`src/rtl/loader_pkg.sv`:
```
// loader_pkg: shared state encoding and framing constants for program_loader
// PROGRAM_LOADER_CHECKSUM_EN adds the CHECK state for the trailing XOR byte.
package loader_pkg;
   typedef enum logic [3:0] {
      IDLE, HDR_LO, HDR_HI, COLLECT, WRITE, FINISH,
`ifdef PROGRAM_LOADER_CHECKSUM_EN
      CHECK,
`endif
      DONE, ERROR
   } state_t;
   localparam int HDR_LEN = 2;
   function automatic int bytes_per_word(int ws);
      return ws / 8;
   endfunction
endpackage

```
`src/rtl/program_loader_if.sv`:
```
// program_loader_if: byte stream input and memory write port of the loader
interface program_loader_if #(
   parameter int WORD_SIZE  = 32,
   parameter int ADDR_WIDTH = 16
);
   logic [7:0]            in_data;
   logic                  in_valid;
   logic                  in_ready;
   logic [ADDR_WIDTH-1:0] mem_address;
   logic [WORD_SIZE-1:0]  mem_data;
   logic                  mem_wren;
   modport master (output in_data, in_valid, input in_ready, mem_address, mem_data, mem_wren);
   modport slave  (input in_data, in_valid, output in_ready, mem_address, mem_data, mem_wren);
endinterface

```
`src/rtl/word_assembler.sv`:
```
// word_assembler: shifts little-endian bytes into a word, pulses word_ready on the last byte
module word_assembler import loader_pkg::*; #(
   parameter int WORD_SIZE = 32
) (
   input  logic                 clk,
   input  logic                 rst,
   input  logic                 clear,
   input  logic                 byte_valid,
   input  logic [7:0]           byte_in,
   output logic [WORD_SIZE-1:0] word,
   output logic                 word_ready
);
   localparam int BPW = bytes_per_word(WORD_SIZE);
   localparam int CW  = BPW > 1 ? $clog2(BPW) : 1;
   logic [WORD_SIZE-1:0] shreg;
   logic [CW-1:0]        cnt;
   assign word       = (shreg >> 8) | (WORD_SIZE'(byte_in) << (WORD_SIZE - 8));
   assign word_ready = byte_valid && cnt == CW'(BPW - 1);
   // New bytes enter at the top lane so the first byte ends up in bits [7:0]
   always_ff @(posedge clk or negedge rst)
      if (!rst) begin
         shreg <= '0;
         cnt   <= '0;
      end else if (clear) begin
         shreg <= '0;
         cnt   <= '0;
      end else if (byte_valid) begin
         shreg <= word;
         cnt   <= word_ready ? '0 : cnt + CW'(1);
      end
endmodule

```
`src/rtl/program_loader.sv`:
```
// program_loader: loads a length-prefixed byte stream into processor memory, holding the core meanwhile
// PROGRAM_LOADER_CHECKSUM_EN: expect a trailing XOR-of-payload byte before declaring success.
module program_loader import loader_pkg::*; #(
   parameter int WORD_SIZE      = 32,
   parameter int ADDR_WIDTH     = 16,
   parameter int BASE_ADDR      = 0,
   parameter int TIMEOUT_CYCLES = 1000000
) (
   input  logic            clk,
   input  logic            rst,
   input  logic            start,
   program_loader_if.slave bus,
   output logic            cpu_hold,
   output logic            busy,
   output logic            done,
   output logic            error,
   output logic [15:0]     words_written
);
   localparam logic [31:0] TLIM = 32'(TIMEOUT_CYCLES - 1);
   state_t               state, state_n;
   logic [15:0]          count;
   logic [31:0]          idle;
   logic [WORD_SIZE-1:0] word;
   logic                 acc, launch, word_ready, tmo;
`ifdef PROGRAM_LOADER_CHECKSUM_EN
   logic [7:0]           xsum;
   assign bus.in_ready = state inside {HDR_LO, HDR_HI, COLLECT, CHECK};
`else
   assign bus.in_ready = state inside {HDR_LO, HDR_HI, COLLECT};
`endif
   assign acc      = bus.in_valid && bus.in_ready;
   assign launch   = start && (state inside {IDLE, DONE, ERROR});
   assign tmo      = TIMEOUT_CYCLES != 0 && bus.in_ready && !acc && idle == TLIM;
   assign busy     = !(state inside {IDLE, DONE, ERROR});
   assign done     = state == DONE;
   assign error    = state == ERROR;
   assign cpu_hold = busy || error;

   word_assembler #(.WORD_SIZE(WORD_SIZE)) u_asm (
      .clk        (clk),
      .rst        (rst),
      .clear      (launch),
      .byte_valid (acc && state == COLLECT),
      .byte_in    (bus.in_data),
      .word       (word),
      .word_ready (word_ready)
   );

   // State register
   always_ff @(posedge clk or negedge rst)
      if (!rst) state <= IDLE;
      else      state <= state_n;

   // Next-state logic; a stalled stream overrides everything with ERROR
   always_comb begin
      state_n = state;
      case (state)
         IDLE, DONE, ERROR: if (start) state_n = HDR_LO;
         HDR_LO:  if (acc) state_n = HDR_HI;
         HDR_HI:  if (acc) state_n = {bus.in_data, count[7:0]} == 16'd0 ? FINISH : COLLECT;
         COLLECT: if (word_ready) state_n = WRITE;
         WRITE:   state_n = words_written + 16'd1 == count ? FINISH : COLLECT;
`ifdef PROGRAM_LOADER_CHECKSUM_EN
         FINISH:  state_n = CHECK;
         CHECK:   if (acc) state_n = bus.in_data == xsum ? DONE : ERROR;
`else
         FINISH:  state_n = DONE;
`endif
         default: state_n = IDLE;
      endcase
      if (tmo) state_n = ERROR;
   end

   // Header capture, word counting, idle timer and the registered write port
   always_ff @(posedge clk or negedge rst)
      if (!rst) begin
         count           <= '0;
         words_written   <= '0;
         idle            <= '0;
         bus.mem_wren    <= 1'b0;
         bus.mem_address <= '0;
         bus.mem_data    <= '0;
      end else begin
         bus.mem_wren <= word_ready;
         idle         <= (acc || !bus.in_ready) ? '0 : idle + 32'd1;
         if (launch) begin
            count         <= '0;
            words_written <= '0;
         end
         if (acc && state == HDR_LO) count[7:0] <= bus.in_data;
         if (acc && state == HDR_HI) count[15:8] <= bus.in_data;
         if (state == WRITE) words_written <= words_written + 16'd1;
         if (word_ready) begin
            bus.mem_address <= ADDR_WIDTH'(BASE_ADDR + words_written);
            bus.mem_data    <= word;
         end
      end

`ifdef PROGRAM_LOADER_CHECKSUM_EN
   // Running XOR over payload bytes only
   always_ff @(posedge clk or negedge rst)
      if (!rst)                        xsum <= '0;
      else if (launch)                 xsum <= '0;
      else if (acc && state == COLLECT) xsum <= xsum ^ bus.in_data;
`endif
endmodule

```
`src/flat_wrapper.sv`:
```
// flat-port wrapper written by rule: the top's interface ports become plain ports
module program_loader_flat import loader_pkg::*;
#(
   parameter int WORD_SIZE      = 32,
   parameter int ADDR_WIDTH     = 16,
   parameter int BASE_ADDR      = 0,
   parameter int TIMEOUT_CYCLES = 1000000
)
  (clk, rst, start, cpu_hold, busy, done, error, words_written, bus_in_data, bus_in_valid, bus_in_ready, bus_mem_address, bus_mem_data, bus_mem_wren);
  program_loader_if #(.WORD_SIZE(WORD_SIZE), .ADDR_WIDTH(ADDR_WIDTH)) bus_i ();
  input  logic clk;
  input  logic rst;
  input  logic start;
  output logic cpu_hold;
  output logic busy;
  output logic done;
  output logic error;
  output logic [15:0] words_written;
  input wire logic [$bits(bus_i.in_data)-1:0] bus_in_data;
  input wire logic [$bits(bus_i.in_valid)-1:0] bus_in_valid;
  output wire logic [$bits(bus_i.in_ready)-1:0] bus_in_ready;
  output wire logic [$bits(bus_i.mem_address)-1:0] bus_mem_address;
  output wire logic [$bits(bus_i.mem_data)-1:0] bus_mem_data;
  output wire logic [$bits(bus_i.mem_wren)-1:0] bus_mem_wren;
  assign bus_i.in_data = bus_in_data;
  assign bus_i.in_valid = bus_in_valid;
  assign bus_in_ready = bus_i.in_ready;
  assign bus_mem_address = bus_i.mem_address;
  assign bus_mem_data = bus_i.mem_data;
  assign bus_mem_wren = bus_i.mem_wren;
  program_loader #(.WORD_SIZE(WORD_SIZE), .ADDR_WIDTH(ADDR_WIDTH), .BASE_ADDR(BASE_ADDR), .TIMEOUT_CYCLES(TIMEOUT_CYCLES)) u_core (.clk(clk), .rst(rst), .start(start), .bus(bus_i), .cpu_hold(cpu_hold), .busy(busy), .done(done), .error(error), .words_written(words_written));
endmodule
```
`config.mk`:
```
export PLATFORM = sky130hd
export DESIGN_NAME = program_loader_flat
export DESIGN_NICKNAME = d
export VERILOG_FILES = /design/src/rtl/loader_pkg.sv /design/src/rtl/program_loader_if.sv /design/src/rtl/word_assembler.sv /design/src/rtl/program_loader.sv /design/src/flat_wrapper.sv
export SDC_FILE = /design/constraint.sdc
export NUM_CORES = 1
export LEC_CHECK = 0
export CORE_MARGIN = 2
export CORE_UTILIZATION = 30
export CTS_BUF_LIST = sky130_fd_sc_hd__clkbuf_16
export CTS_CLUSTER_DIAMETER = 100
export CTS_CLUSTER_SIZE = 25
export DETAILED_ROUTE_END_ITERATION = 8
export PLACE_DENSITY = 0.53
export SYNTH_ARGS = -nofsm -noshare
export SYNTH_HDL_FRONTEND = slang
export SYNTH_SLANG_ARGS = --single-unit
```
`constraint.sdc`:
```
create_clock -name clk -period 2.2 [get_ports clk]
set_clock_uncertainty 0.1 [all_clocks]
set_input_delay 0.66 -clock clk [delete_from_list [all_inputs] [get_ports clk]]
set_output_delay 0.66 -clock clk [all_outputs]
set_load 0.05 [all_outputs]
```
# After elaboration in Yosys (flattened, before gate mapping)
# Cells that the tools add are included.
[totals]
rom_bits = 0
word_cells = 69
ff_bits = 151
ram_bits = 0
latchBits = 0
memories = 0
[op_classes]
n_mux = 18
n_reduce_logical = 23
multipliers = 0
addsub = 3
div_mod_pow = 0
n_eq_ne = 14
shift = 0
n_bitwise = 1
magnitude_cmp = 0
[op_table]
columns = ["op", "n"]
rows = [
  ["32-bit two-way mux", 3],
  ["32-bit by 1-bit adder with 32-bit output, second input constant", 1],
  ["32-bit by 20-bit equality test with 1-bit output, second input constant", 1],
  ["16-bit two-way mux", 2],
  ["24-bit by 32-bit OR with 32-bit output", 1],
  ["4-bit case mux with 6 select lines", 1],
  ["4-bit two-way mux", 5],
  ["16-bit by 1-bit adder with 16-bit output, second input constant", 1],
  ["16-bit equality test", 1],
  ["4-bit by 3-bit equality test with 1-bit output, second input constant", 4],
  ["16-bit logical NOT", 1],
  ["8-bit two-way mux", 2],
  ["4-bit by 2-bit equality test with 1-bit output, second input constant", 2],
  ["1-bit logical AND", 8],
  ["2-bit nonzero test", 4],
  ["2-bit two-way mux", 3],
  ["3-bit two-way mux", 2],
  ["3-bit by 1-bit inequality test with 1-bit output, second input constant", 2],
  ["3-bit by 2-bit inequality test with 1-bit output, second input constant", 2],
  ["3-bit nonzero test", 2],
  ["4-bit by 1-bit equality test with 1-bit output, second input constant", 1],
  ["4-bit logical NOT", 1],
  ["4-bit AND reduction", 1],
  ["1-bit logical NOT", 3],
  ["other kinds (4)", 5],
]

# Logic depth before layout (Yosys ltp)
# Gate-level depths: netlist of run 1.
[depth]
word_depth = 8
ltp_mapped = 9
ltp_nobuf = 7

# Hierarchy
# Synthesis of run 1 repeated with hierarchy kept, for this count alone.
[hier_totals]
hier_cells = 611
area_unflattened_um2 = 6706.4
[by_module_without_submodules]
columns = ["module", "instances", "area_per_inst_um2", "cells_each", "seq_area_each_um2"]
rows = [
  ["program_loader", 1, 5551.6, 517, 2902.8],
  ["word_assembler", 1, 1154.9, 94, 650.6],
]

# Worst setup path before layout of run 1
# Ideal clock, no wire load.
[synth_timing]
path_type = "flip-flop to flip-flop"
startpoint = "reg u_core.words_written[3]"
endpoint = "reg u_core.state[1]"
path_buffers = 1
arrival_ns = 2.466
path_slack_ns = -0.485
period_less_slack_ns = 2.685
path_stages_with_launch = 8
setup_ns = 0.119
path_cell_list = "dfrtp_1 buf_2 nand4_4 or4_1 xnor2_1 a2111oi_0 nand4_1 o21ba_1"
[synth_via]
elab_chain_len = 5
[synth_lines]
columns = ["element", "line_no", "rtl"]
rows = [
  ["from (decl)", "program_loader.sv:17", "output logic [15:0] words_written"],
  ["from (signal assigned)", "program_loader.sv:92", "if (state == WRITE) words_written <= words_written + 16'd1;"],
  ["16-bit by 1-bit adder with 16-bit output", "program_loader.sv:62", "WRITE: state_n = words_written + 16'd1 == count ? FINISH : COLLECT;"],
  ["16-bit equality test", "program_loader.sv:62", ""],
  ["3-bit two-way mux", "program_loader.sv:62", ""],
  ["4-bit case mux with 6 select lines", "program_loader.sv:57", "case (state)"],
  ["4-bit two-way mux", "program_loader.sv:71", "if (tmo) state_n = ERROR;"],
  ["to (signal assigned)", "program_loader.sv:52", "else state <= state_n;"],
  ["to (decl)", "program_loader.sv:20", "state_t state, state_n;"],
]
# No other way between the ends.
# A chain may end at the register's enable or synchronous reset.

# Worst setup path after layout of run 1
[layout_timing]
startpoint = "reg u_core.state[2]"
endpoint = "out busy"
[layout_via]
elab_chain_len = 3
elab_cells_between_ends = 5
cone_classes = "eq/ne: 2; reduce/logical: 3"
[layout_lines]
columns = ["element", "line_no", "rtl"]
rows = [
  ["4-bit by 3-bit equality test with 1-bit output / 4-bit logical NOT (equally long branches)", "program_loader.sv:34", "assign busy = !(state inside {IDLE, DONE, ERROR});"],
  ["3-bit nonzero test (*)", "program_loader.sv:34", ""],
  ["1-bit logical NOT (*)", "program_loader.sv:34", ""],
  ["to (decl)", "flat_wrapper.sv:15", "output logic busy;"],
]
# Mark *: on every way between the ends. The rest lies on a longest branch, timed or not.

==> results of run 1 <==
[timing repair]
item                                    CTS  global route
endpoints found under the hold margin     0             0
endpoints found under the setup margin   17             8
pin swaps                                 8             7
cloned                                    0             0
setup buffers                             8             2
resized for setup                        10             8
[metal layers]
metal / part of all wire / track usage / up-vias / wire length [um]
met5: 0 / 0 / - / 0
met1: 0.47 / 0.208 / 2640 / 8310
met4: 0.0068 / 0.0369 / 0 / 121
li1: - / - / 2615 / -
met2: 0.50 / 0.263 / 70 / 8790
met3: 0.030 / 0.0361 / 9 / 537
[power by group through the flow]
stage          registers (mW)  logic [mW]  clock network [mW]
2_1_floorplan            4.05        1.54                   0
3_3_place_gp             3.60        3.24                   0
3_5_place_dp             3.61        3.26                   0
4_1_cts                  3.56        3.40                2.79
5_1_grt                  3.63        3.72                2.91
6_report                 3.56        3.43                2.70
[stage by stage]
step	power (mW)	setup TNS [ns]
after global routing	10.3	-0.569
final	9.69	-0.166
after global placement	6.84	-16.84
after floorplan	5.59	-0.161
after detailed placement	6.87	-17.20
after CTS	9.74	-0.358
[cell usage in the layout (no fill, tap or decap), types with 3 or more instances in the layout]
cell type,instances
dfrtp_2,12
nor2_2,3
clkbuf_16,17
nor3b_1,6
mux2_2,38
nor4_2,6
o31ai_1,7
xor2_1,27
buf_12,18
nand4_1,10
nor4_1,8
inv_1,10
or3_1,4
and2_1,3
and4_1,4
nand3_1,19
nor2_1,55
and3_1,8
o21ai_0,46
a21oi_1,34
nand3_4,3
clkdlybuf4s50_1,10
dfrtp_1,129
xnor2_1,20
buf_6,3
nor3_1,6
clkinv_4,5
inv_6,4
mux2_1,8
clkinvlp_4,4
buf_4,142
nand2_1,110
[registers in the layout, indices dropped and copies added (netlist names)]
register	count
u_core.u_asm.shreg	24
u_core.count	16
u_core.words_written	16
u_core.state	3
u_core.bus.mem_wren	1
u_core.u_asm.cnt	2
u_core.bus.mem_address	16
u_core.idle	32
u_core.bus.mem_data	32
[area by class of cell]
| class | instances | area (um^2) |
|---|---|---|
| Clock inverter | 15 | 131 |
| Fill cell | 2141 | 12800 |
| Tap cell | 280 | 350 |
| Sequential cell | 142 | 3570 |
| Inverter | 10 | 37.5 |
| Multi-Input combinational cell | 474 | 3080 |
| Clock buffer | 17 | 425 |
| Timing Repair Buffer | 173 | 1560 |
[path summary, 6_finish.rpt]
kind                                                          start                                  end  slack, ns  depth (start not counted)
max in group asynchronous                                       rst  u_core.words_written[4]$_DFFE_PN0P_       1.34                          2
worst max register to register  u_core.words_written[5]$_DFFE_PN0P_          u_core.state[1]$_DFFE_PN0P_      -0.02                          6
worst max-delay path                    u_core.state[2]$_DFFE_PN0P_                                 busy      -0.11                          4
min in group clk                 u_core.u_asm.shreg[13]$_DFFE_PN0P_   u_core.bus.mem_data[5]$_DFFE_PN0P_       0.39                          1
worst min-delay path                                            rst  u_core.bus.mem_data[16]$_DFFE_PN0P_       0.08                          1
worst min register to register   u_core.u_asm.shreg[13]$_DFFE_PN0P_   u_core.bus.mem_data[5]$_DFFE_PN0P_       0.39                          1
[cell families after synthesis]
group,Yosys count
simple gates,269
flops,142
compound gates,107
xor+xnor,49
buf+inv,47
mux,46
fa+ha+maj,3
==> out/results.txt, run 1 <==
Worst Hold Class: in2async
Internal Power: 5.94 mW
Power per cell area: 1060 mW/mm^2
Synth-to-Final Area Change: 35.4%
RSZ-0062 raised after global routing: true
Max-cap viol count: 0
Register area share after synthesis: 0.526
Switching fraction of total power: 0.386
Count of different cell masters after synthesis: 61
DR pass1 iterations: 4
Net switching power: 3.74 mW
Hold_buf cts: 0
Critical path buffers and inverters: 2
Util after Layout: 0.417
Proportion of layout cells with a drive suffix above 1: 0.335
Vias: 5,334
Fmax: 0.433 GHz
CTS tree: yes
Post-synth top cells: dfrtp_1, nand2_1, nor2_1
Yosys reg bits: 142
Leak pwr: 4.22 nW
Max-slew violation count: 0
# port buffers: 81
Comb power frac: 0.354
Slew at the pin with the worst max-slew slack: 0.703 ns
Worst EP required: 1.44 ns
Diodes inserted: 0
Placed cells: 1,069
Syn Nets: 678
CTS max path bufs: 2
Post-Syn Area: 0.00676 mm^2
Synth area leader: dfrtp_1
Non-filler instance count after layout: 1,111
Family with the most delay on the worst path: flip-flops
1st-iter DRT viols: 277
Core area: 0.0220 mm^2
Die width: 154 um
CTS H-tree depth: 4
Failing checks: negative setup slack
Final period util: 1.05
Crit-path max FO: 2
Combinational family with the most area after synthesis: simple AND/OR/NAND/NOR gates
Slowest CP cell: dfrtp_2
Minimum clock period: 2.31 ns
Die H: 154 um
Post-Synth Adder-Cell Area: 0.00555
Global Route Usage Sum: 0.157
EDFF count, synth: 0
Xor and xnor area share after synthesis: 0.0635
Clk slew on worst S/H paths: 0.06 ns
GP Congestion: 0.798
Hold Vio Cnt, Final: 0
Final setup viols: 4
Crit Path Class: reg2out
Vias/cell: 4.80
Largest net degree at the start of global routing: 46
Vias in the first global route: 5,349
Crit start category: flip-flop
Post-synthesis simple-gate area fraction: 0.205
CTS Buf Count: 17
Synth top area cells: dfrtp_1, mux2_2, nand2_1
First-pass GRT wire length: 29,300 um
DRC violations left: 0
Max VDD drop: 0.613 mV
Mux cell area share after synthesis: 0.0766
Critical Path End Type: output port
Status: finished, violations left
Place WS: -0.507 ns
Core Rows: 54
Gate Count Post-Synth: 663
Worst slew margin: 0.530
Seq pwr share: 0.367
Drt total wl: 17,800 um
Initial core utilization: 0.308
Syn_area_per_cell: 10.2 um^2
Worst Hold Slack: 0.0836 ns
Drt wl/cell: 16.0 um
Main flop type after synthesis: dfrtp_1
Crit path cell chain: or2_1 -> o21a_1 -> buf_6 -> buf_12
Sink Count: 142
Initial antenna violation count: 0
HPWL after DPL: 12,600 um
Fin area: 0.00916 mm^2
Post-synth ARST share: 1.00
Root buffer cell: clkbuf_16
Grt total ovfl: 0
Critical Path AT: 1.55 ns
I/O Pins: 82
Die footprint: 0.0238 mm^2
Post-DP Area: 0.00844 mm^2
Clock share of power: 0.279
Later-pin clock latency in the skew report: 0.42 ns
Most used standard cell by instance count after synthesis: dfrtp_1
Ys Warns: 0
Share of the synthesized area in the top cell type: 0.526
Final nets: 833
Final ANT Viol Nets: 0
Synth Area in Compound Gates: 0.0918
Post-route setup slack: -0.108 ns
Max stage delay on crit path: 0.41 ns
(Power assumes the default switching activity.)
==> inputs of run 2 (changes only) <==
--- a/config.mk
+++ b/config.mk
@@ -11,6 +11,7 @@
 export CTS_CLUSTER_DIAMETER = 100
 export CTS_CLUSTER_SIZE = 25
 export DETAILED_ROUTE_END_ITERATION = 8
+export GPL_ROUTABILITY_DRIVEN = 0
 export PLACE_DENSITY = 0.53
 export SYNTH_ARGS = -nofsm -noshare
 export SYNTH_HDL_FRONTEND = slang
==> results of run 2 <==
Same layout as run 1: the final DEF is identical, and so are final timing and power.
==> inputs of run 3 (changes only) <==
--- a/config.mk
+++ b/config.mk
@@ -8,10 +8,10 @@
 export CORE_MARGIN = 2
 export CORE_UTILIZATION = 30
 export CTS_BUF_LIST = sky130_fd_sc_hd__clkbuf_16
-export CTS_CLUSTER_DIAMETER = 100
 export CTS_CLUSTER_SIZE = 25
 export DETAILED_ROUTE_END_ITERATION = 8
 export GPL_ROUTABILITY_DRIVEN = 0
+export MAX_ROUTING_LAYER = met4
 export PLACE_DENSITY = 0.53
 export SYNTH_ARGS = -nofsm -noshare
 export SYNTH_HDL_FRONTEND = slang
==> out/results.txt, run 3 (synthesis results as in run 1) <==
Status: finished, violations left
Failing checks: negative setup slack
Core area: 0.0220 mm^2 (unchanged)
Switching fraction of total power: 0.387 (+0.000991)
First-pass GRT wire length: 29,300 um (about the same)
Largest net degree at the start of global routing: 46 (unchanged)
Crit-path max FO: 3 (+1)
I/O Pins: 82 (unchanged)
Power per cell area: 1060 mW/mm^2 (+0.16%)
1st-iter DRT viols: 291 (+5.1%)
Seq pwr share: 0.367 (about the same)
Post-route setup slack: -0.114 ns (-0.00563 ns)
Max stage delay on crit path: 0.43 ns (+0.02 ns)
Synth-to-Final Area Change: 35.5% (about the same)
Minimum clock period: 2.31 ns (+0.00563 ns)
HPWL after DPL: 12,600 um (unchanged)
Diodes inserted: 0 (unchanged)
Fmax: 0.432 GHz (-0.24%)
RSZ-0062 raised after global routing: true
Family with the most delay on the worst path: flip-flops
Crit path cell chain: or2_1 -> o21a_1 -> buf_6 -> buf_12
Die footprint: 0.0238 mm^2 (unchanged)
Crit start category: flip-flop
Place WS: -0.507 ns (unchanged)
Initial core utilization: 0.308 (unchanged)
Hold Vio Cnt, Final: 0 (unchanged)
Final setup viols: 4 (unchanged)
Grt total ovfl: 0 (unchanged)
Final ANT Viol Nets: 0 (unchanged)
Max-cap viol count: 0 (unchanged)
Net switching power: 3.76 mW (+0.47%)
Critical path buffers and inverters: 2 (unchanged)
Slowest CP cell: dfrtp_2
Drt total wl: 17,800 um (about the same)
Worst EP required: 1.44 ns (about the same)
Vias in the first global route: 5,356 (+0.13%)
Largest regs: u_core.bus.mem_data: 32 flops, u_core.idle: 32 flops, u_core.u_asm.shreg: 24 flops
Crit Path Class: reg2out
Final period util: 1.05 (+0.00256)
Max VDD drop: 0.613 mV (about the same)
Later-pin clock latency in the skew report: 0.43 ns (about the same)
DR pass1 iterations: 5 (+1)
Clk slew on worst S/H paths: 0.07 ns (about the same)
Sink Count: 142 (unchanged)
Critical Path AT: 1.55 ns (about the same)
Initial antenna violation count: 0 (unchanged)
Internal Power: 5.95 mW (about the same)
Fin area: 0.00916 mm^2 (about the same)
Core Rows: 54 (unchanged)
Worst slew margin: 0.533 (+0.00257)
Die width: 154 um (unchanged)
Die H: 154 um (unchanged)
Root buffer cell: clkbuf_16
DRC violations left: 0 (unchanged)
Leak pwr: 4.22 nW (about the same)
Final nets: 833 (unchanged)
Comb power frac: 0.354 (about the same)
CTS tree: yes
Most common cell after layout, fill and taps aside: buf_4
Commonest cells after routing, fill and taps aside: buf_4, dfrtp_1, nand2_1
Vias: 5,352 (+0.34%)
Critical Path End Type: output port
Vias/cell: 4.82 (+0.34%)
Proportion of layout cells with a drive suffix above 1: 0.335 (unchanged)
Slew at the pin with the worst max-slew slack: 0.699 ns (-0.00384 ns)
Util after Layout: 0.417 (about the same)
# port buffers: 81 (unchanged)
Post-DP Area: 0.00844 mm^2 (unchanged)
CTS max path bufs: 2 (unchanged)
Worst Hold Class: in2async
CTS H-tree depth: 4 (unchanged)
Max-slew violation count: 0 (unchanged)
Drt wl/cell: 16.0 um (about the same)
Global Route Usage Sum: 0.162 (+0.00448)
Clock share of power: 0.279 (about the same)
CTS Buf Count: 17 (unchanged)
## run 3: changes by cell type in the layout (fill, tap and decap cells not counted)
cell / previous run / this run
nor2_2: 3 / 2
nor2_4: 0 / 1
## run 3: path summary, 6_finish.rpt
| check | from | end | slack, ns | depth (start not counted) |
|---|---|---|---|---|
| worst min-delay path | rst | u_core.bus.mem_data[16]$_DFFE_PN0P_ | 0.08 | 1 |
| max in group asynchronous | rst | u_core.words_written[4]$_DFFE_PN0P_ | 1.35 | 2 |
| worst min register to register | u_core.bus.mem_address[10]$_DFFE_PN0P_ | u_core.bus.mem_address[10]$_DFFE_PN0P_ | 0.39 | 2 |
| worst max register to register | u_core.words_written[5]$_DFFE_PN0P_ | u_core.state[1]$_DFFE_PN0P_ | -0.02 | 6 |
| min in group clk | u_core.bus.mem_address[10]$_DFFE_PN0P_ | u_core.bus.mem_address[10]$_DFFE_PN0P_ | 0.39 | 2 |
| worst max-delay path | u_core.state[1]$_DFFE_PN0P_ | busy | -0.11 | 4 |
## run 3: layout make-up
type,count,area (um^2)
Fill cell,2138,12800
Sequential cell,142,3570
Multi-Input combinational cell,474,3080
Timing Repair Buffer,173,1560
Clock buffer,17,425
Tap cell,280,350
Clock inverter,15,131
Inverter,10,37.5
## run 3: worst register-to-register path: stages, from the launching register on
cell       delay (ns)
dfrtp_2          0.41
nand3_4          0.10
or4_4            0.53
xnor2_2          0.16
a2111oi_2        0.35
nand4_1          0.23
o21ba_1          0.23
## run 3: power by group through the flow
stage                     Clock (mW)  Sequential [mW]  Combinational, mW
final                           2.71             3.56               3.44
after global routing            2.91             3.63               3.72
after CTS                       2.79             3.56               3.40
after detailed placement           0             3.61               3.26
after global placement             0             3.60               3.24
after floorplan                    0             4.05               1.54
## run 3: per-stage QoR
stage	setup TNS [ns]	hold slack, ns	total power, mW	std cells
finish	-0.187	0.0809	9.71	1111
global placement	-16.84	0.372	6.84	1069
global route	-0.562	0.0929	10.3	1111
CTS	-0.358	0.0813	9.74	1109
detailed placement	-17.20	0.380	6.87	1069
floorplan	-0.161	0.264	5.59	663
## run 3: what timing repair did
item | in CTS | in global routing
endpoints found under the setup margin | 17 | 8
hold buffers | 0 | 0
pin swaps | 8 | 7
buffers inserted | 8 | 2
gates resized for setup | 10 | 9
## run 3: per-layer routing
layer  GRT usage  vias up  wire [um]
met4      0.0369        0        121
li1            -     2613          -
met5           -        -          0
met3      0.0358       10        613
met1       0.207     2647       8190
met2       0.263       82       8840
==> RTL change, RTL diff (config.mk and constraints of run 2) <==
Add a define of `PROGRAM_LOADER_CHECKSUM_EN`.
--- a/src/rtl/loader_pkg.sv
+++ b/src/rtl/loader_pkg.sv
@@ -1,5 +1,7 @@
 // loader_pkg: shared state encoding and framing constants for program_loader
 // PROGRAM_LOADER_CHECKSUM_EN adds the CHECK state for the trailing XOR byte.
+`define PROGRAM_LOADER_CHECKSUM_EN
+
 package loader_pkg;
    typedef enum logic [3:0] {
       IDLE, HDR_LO, HDR_HI, COLLECT, WRITE, FINISH,
Formal check against the unedited RTL: not equivalent (a bounded check fails within 10 cycles, from zero or initial values and one cycle with rst low).
==> RTL change against run 2 <==
Setup slack improved by 0.0057 ns. Cell area rose by 6.1%. Critical path type unchanged. First-iteration DRC count rose by 36%. The flow still finishes with violations (negative setup slack). Hold slack got worse by 0.041 ns. Highest routed layer unchanged. Global-route usage fell by 0.076 points. Power rose by 0.92%. Synthesized cell count rose by 14%. Area after synthesis rose by 5.3%. Sequential cell count rose by 9. Sequential share of layout area rose by 0.090 points. Clock power rose by 4%. Routed wire length rose by 4.2%.
==> RTL change: results (changes against run 2) <==
| Metric | Value |
|---|---|
| Status | `finished with violations` |
| Violated checks | `negative setup slack` |
| Iteration-0 DRC Markers | `377 (+36%)` |
| Detailed Place HPWL | `13,000 um (+2.9%)` |
| Fill cell count | `2,353 (+9.9%)` |
| Yosys cell types | `54 (-11%)` |
| Worst setup margin | `-0.103 ns (+0.00566 ns)` |
| Register area share after synthesis | `53.1% (+0.54 points)` |
| Grt met3 use | `3.04% (-0.57 points)` |
| Via count | `5,814 (+9.0%)` |
| Vias in the first global route | `5,722 (+7.0%)` |
| Router iterations before antenna repair | `4 (unchanged)` |
| Largest net degree at the start of global routing | `41 (-11%)` |
| Slew @ Worst Pin | `0.420 ns (-0.282 ns)` |
| Setup WS pre-CTS | `-0.491 ns (+0.0164 ns)` |
| Nets | `938 (+13%)` |
| R2r setup slk | `0 ns (+0.02 ns)` |
| Total GRT Usage | `15.7% (-0.076 points)` |
| Wire per inst | `14.7 um (-7.8%)` |
| Max incr delay on CP | `0.45 ns (+0.04 ns)` |
| Final setup fails | `5 (+1)` |
| Layout cell share with drive strength beyond 1 | `31.4% (-2.0 points)` |
| First-pass GRT wire length | `30,500 um (+3.9%)` |
| LEAKAGE | `0.00472 uW (+12%)` |
| Crit path max fanout | `4 (+2)` |
| Dominant cells by area after synthesis | `dfrtp_1 53%, nand2_1 11%, xor2_1 4.1%` |
| Hold_ws | `0.0427 ns (-0.0410 ns)` |
RTL change: routing by layer:
metal	vias to the layer above	part of all wire [%]
met3	16	3.5
met5	-	0
met4	0	0.96
met2	84	46
li1	2880	-
met1	2834	50
RTL change: cell type report:
class,count,area share [%]
sequential,151,39.1
multi-input combinational,552,33.6
timing repair buffer,195,17.1
clock buffer,17,4.38
tap,319,4.11
clock inverter,15,1.43
inverter,6,0.232
RTL change: logic make-up (layout without fill, tap and decap cells):
group	Yosys count	after routing	share of synthesized area, %
DFF	151	151	53.1
buffers and inverters	54	233	3.15
AOI/OAI and AO/OA	81	81	6.63
and+or+nand+nor	382	382	25.2
xor gates and xnor gates	62	62	7.63
muxes	24	24	3.80
adders and majority gates	3	3	0.527
RTL change: repair_timing:
item,CTS,global route
buffers inserted,8,3
gates resized for setup,19,14
hold buffers,0,0
pin swaps,10,6
setup endpoints to repair,8,21
RTL change: final timing paths:
kind	from	end	cells past startpoint
setup reg to reg	u_core.words_written[0]	u_core.state[1]	7
max in group asynchronous	rst	u_core.words_written[2]	2
hold / removal	rst	u_core.bus.mem_data[29]	1
setup / recovery	u_core.state[2]	busy	4
min in group clk	u_core.idle[0]	u_core.idle[0]	1
hold reg to reg	u_core.idle[0]	u_core.idle[0]	1
RTL change: per-stage QoR:
stage	TNS, ns	total power [uW]	util, %	instance area (um2)	std cells
2_1_floorplan	-0.340	5540	-	7160	757
3_3_place_gp	-16.36	6700	38.1	8920	1212
3_5_place_dp	-20.15	6710	38.1	8920	1212
4_1_cts	-0.423	9780	41.1	9630	1252
5_1_grt	-0.903	10400	41.5	9710	1255
6_report	-0.375	9780	41.5	9710	1255
RTL change: worst register-to-register path, stage by stage, from the launching register on:
cell,delay (ns)
dfrtp_2,0.39
ha_4,0.16
nand4_4,0.14
or4_4,0.47
xnor2_2,0.16
nor3_2,0.15
nand4_1,0.22
a211o_1,0.31
RTL change: power by group:
| part | internal (uW) | total (uW) | switching (uW) |
|---|---|---|---|
| logic | 1420 | 3260 | 1850 |
| clock network | 1490 | 2810 | 1320 |
| registers | 3250 | 3700 | 454 |
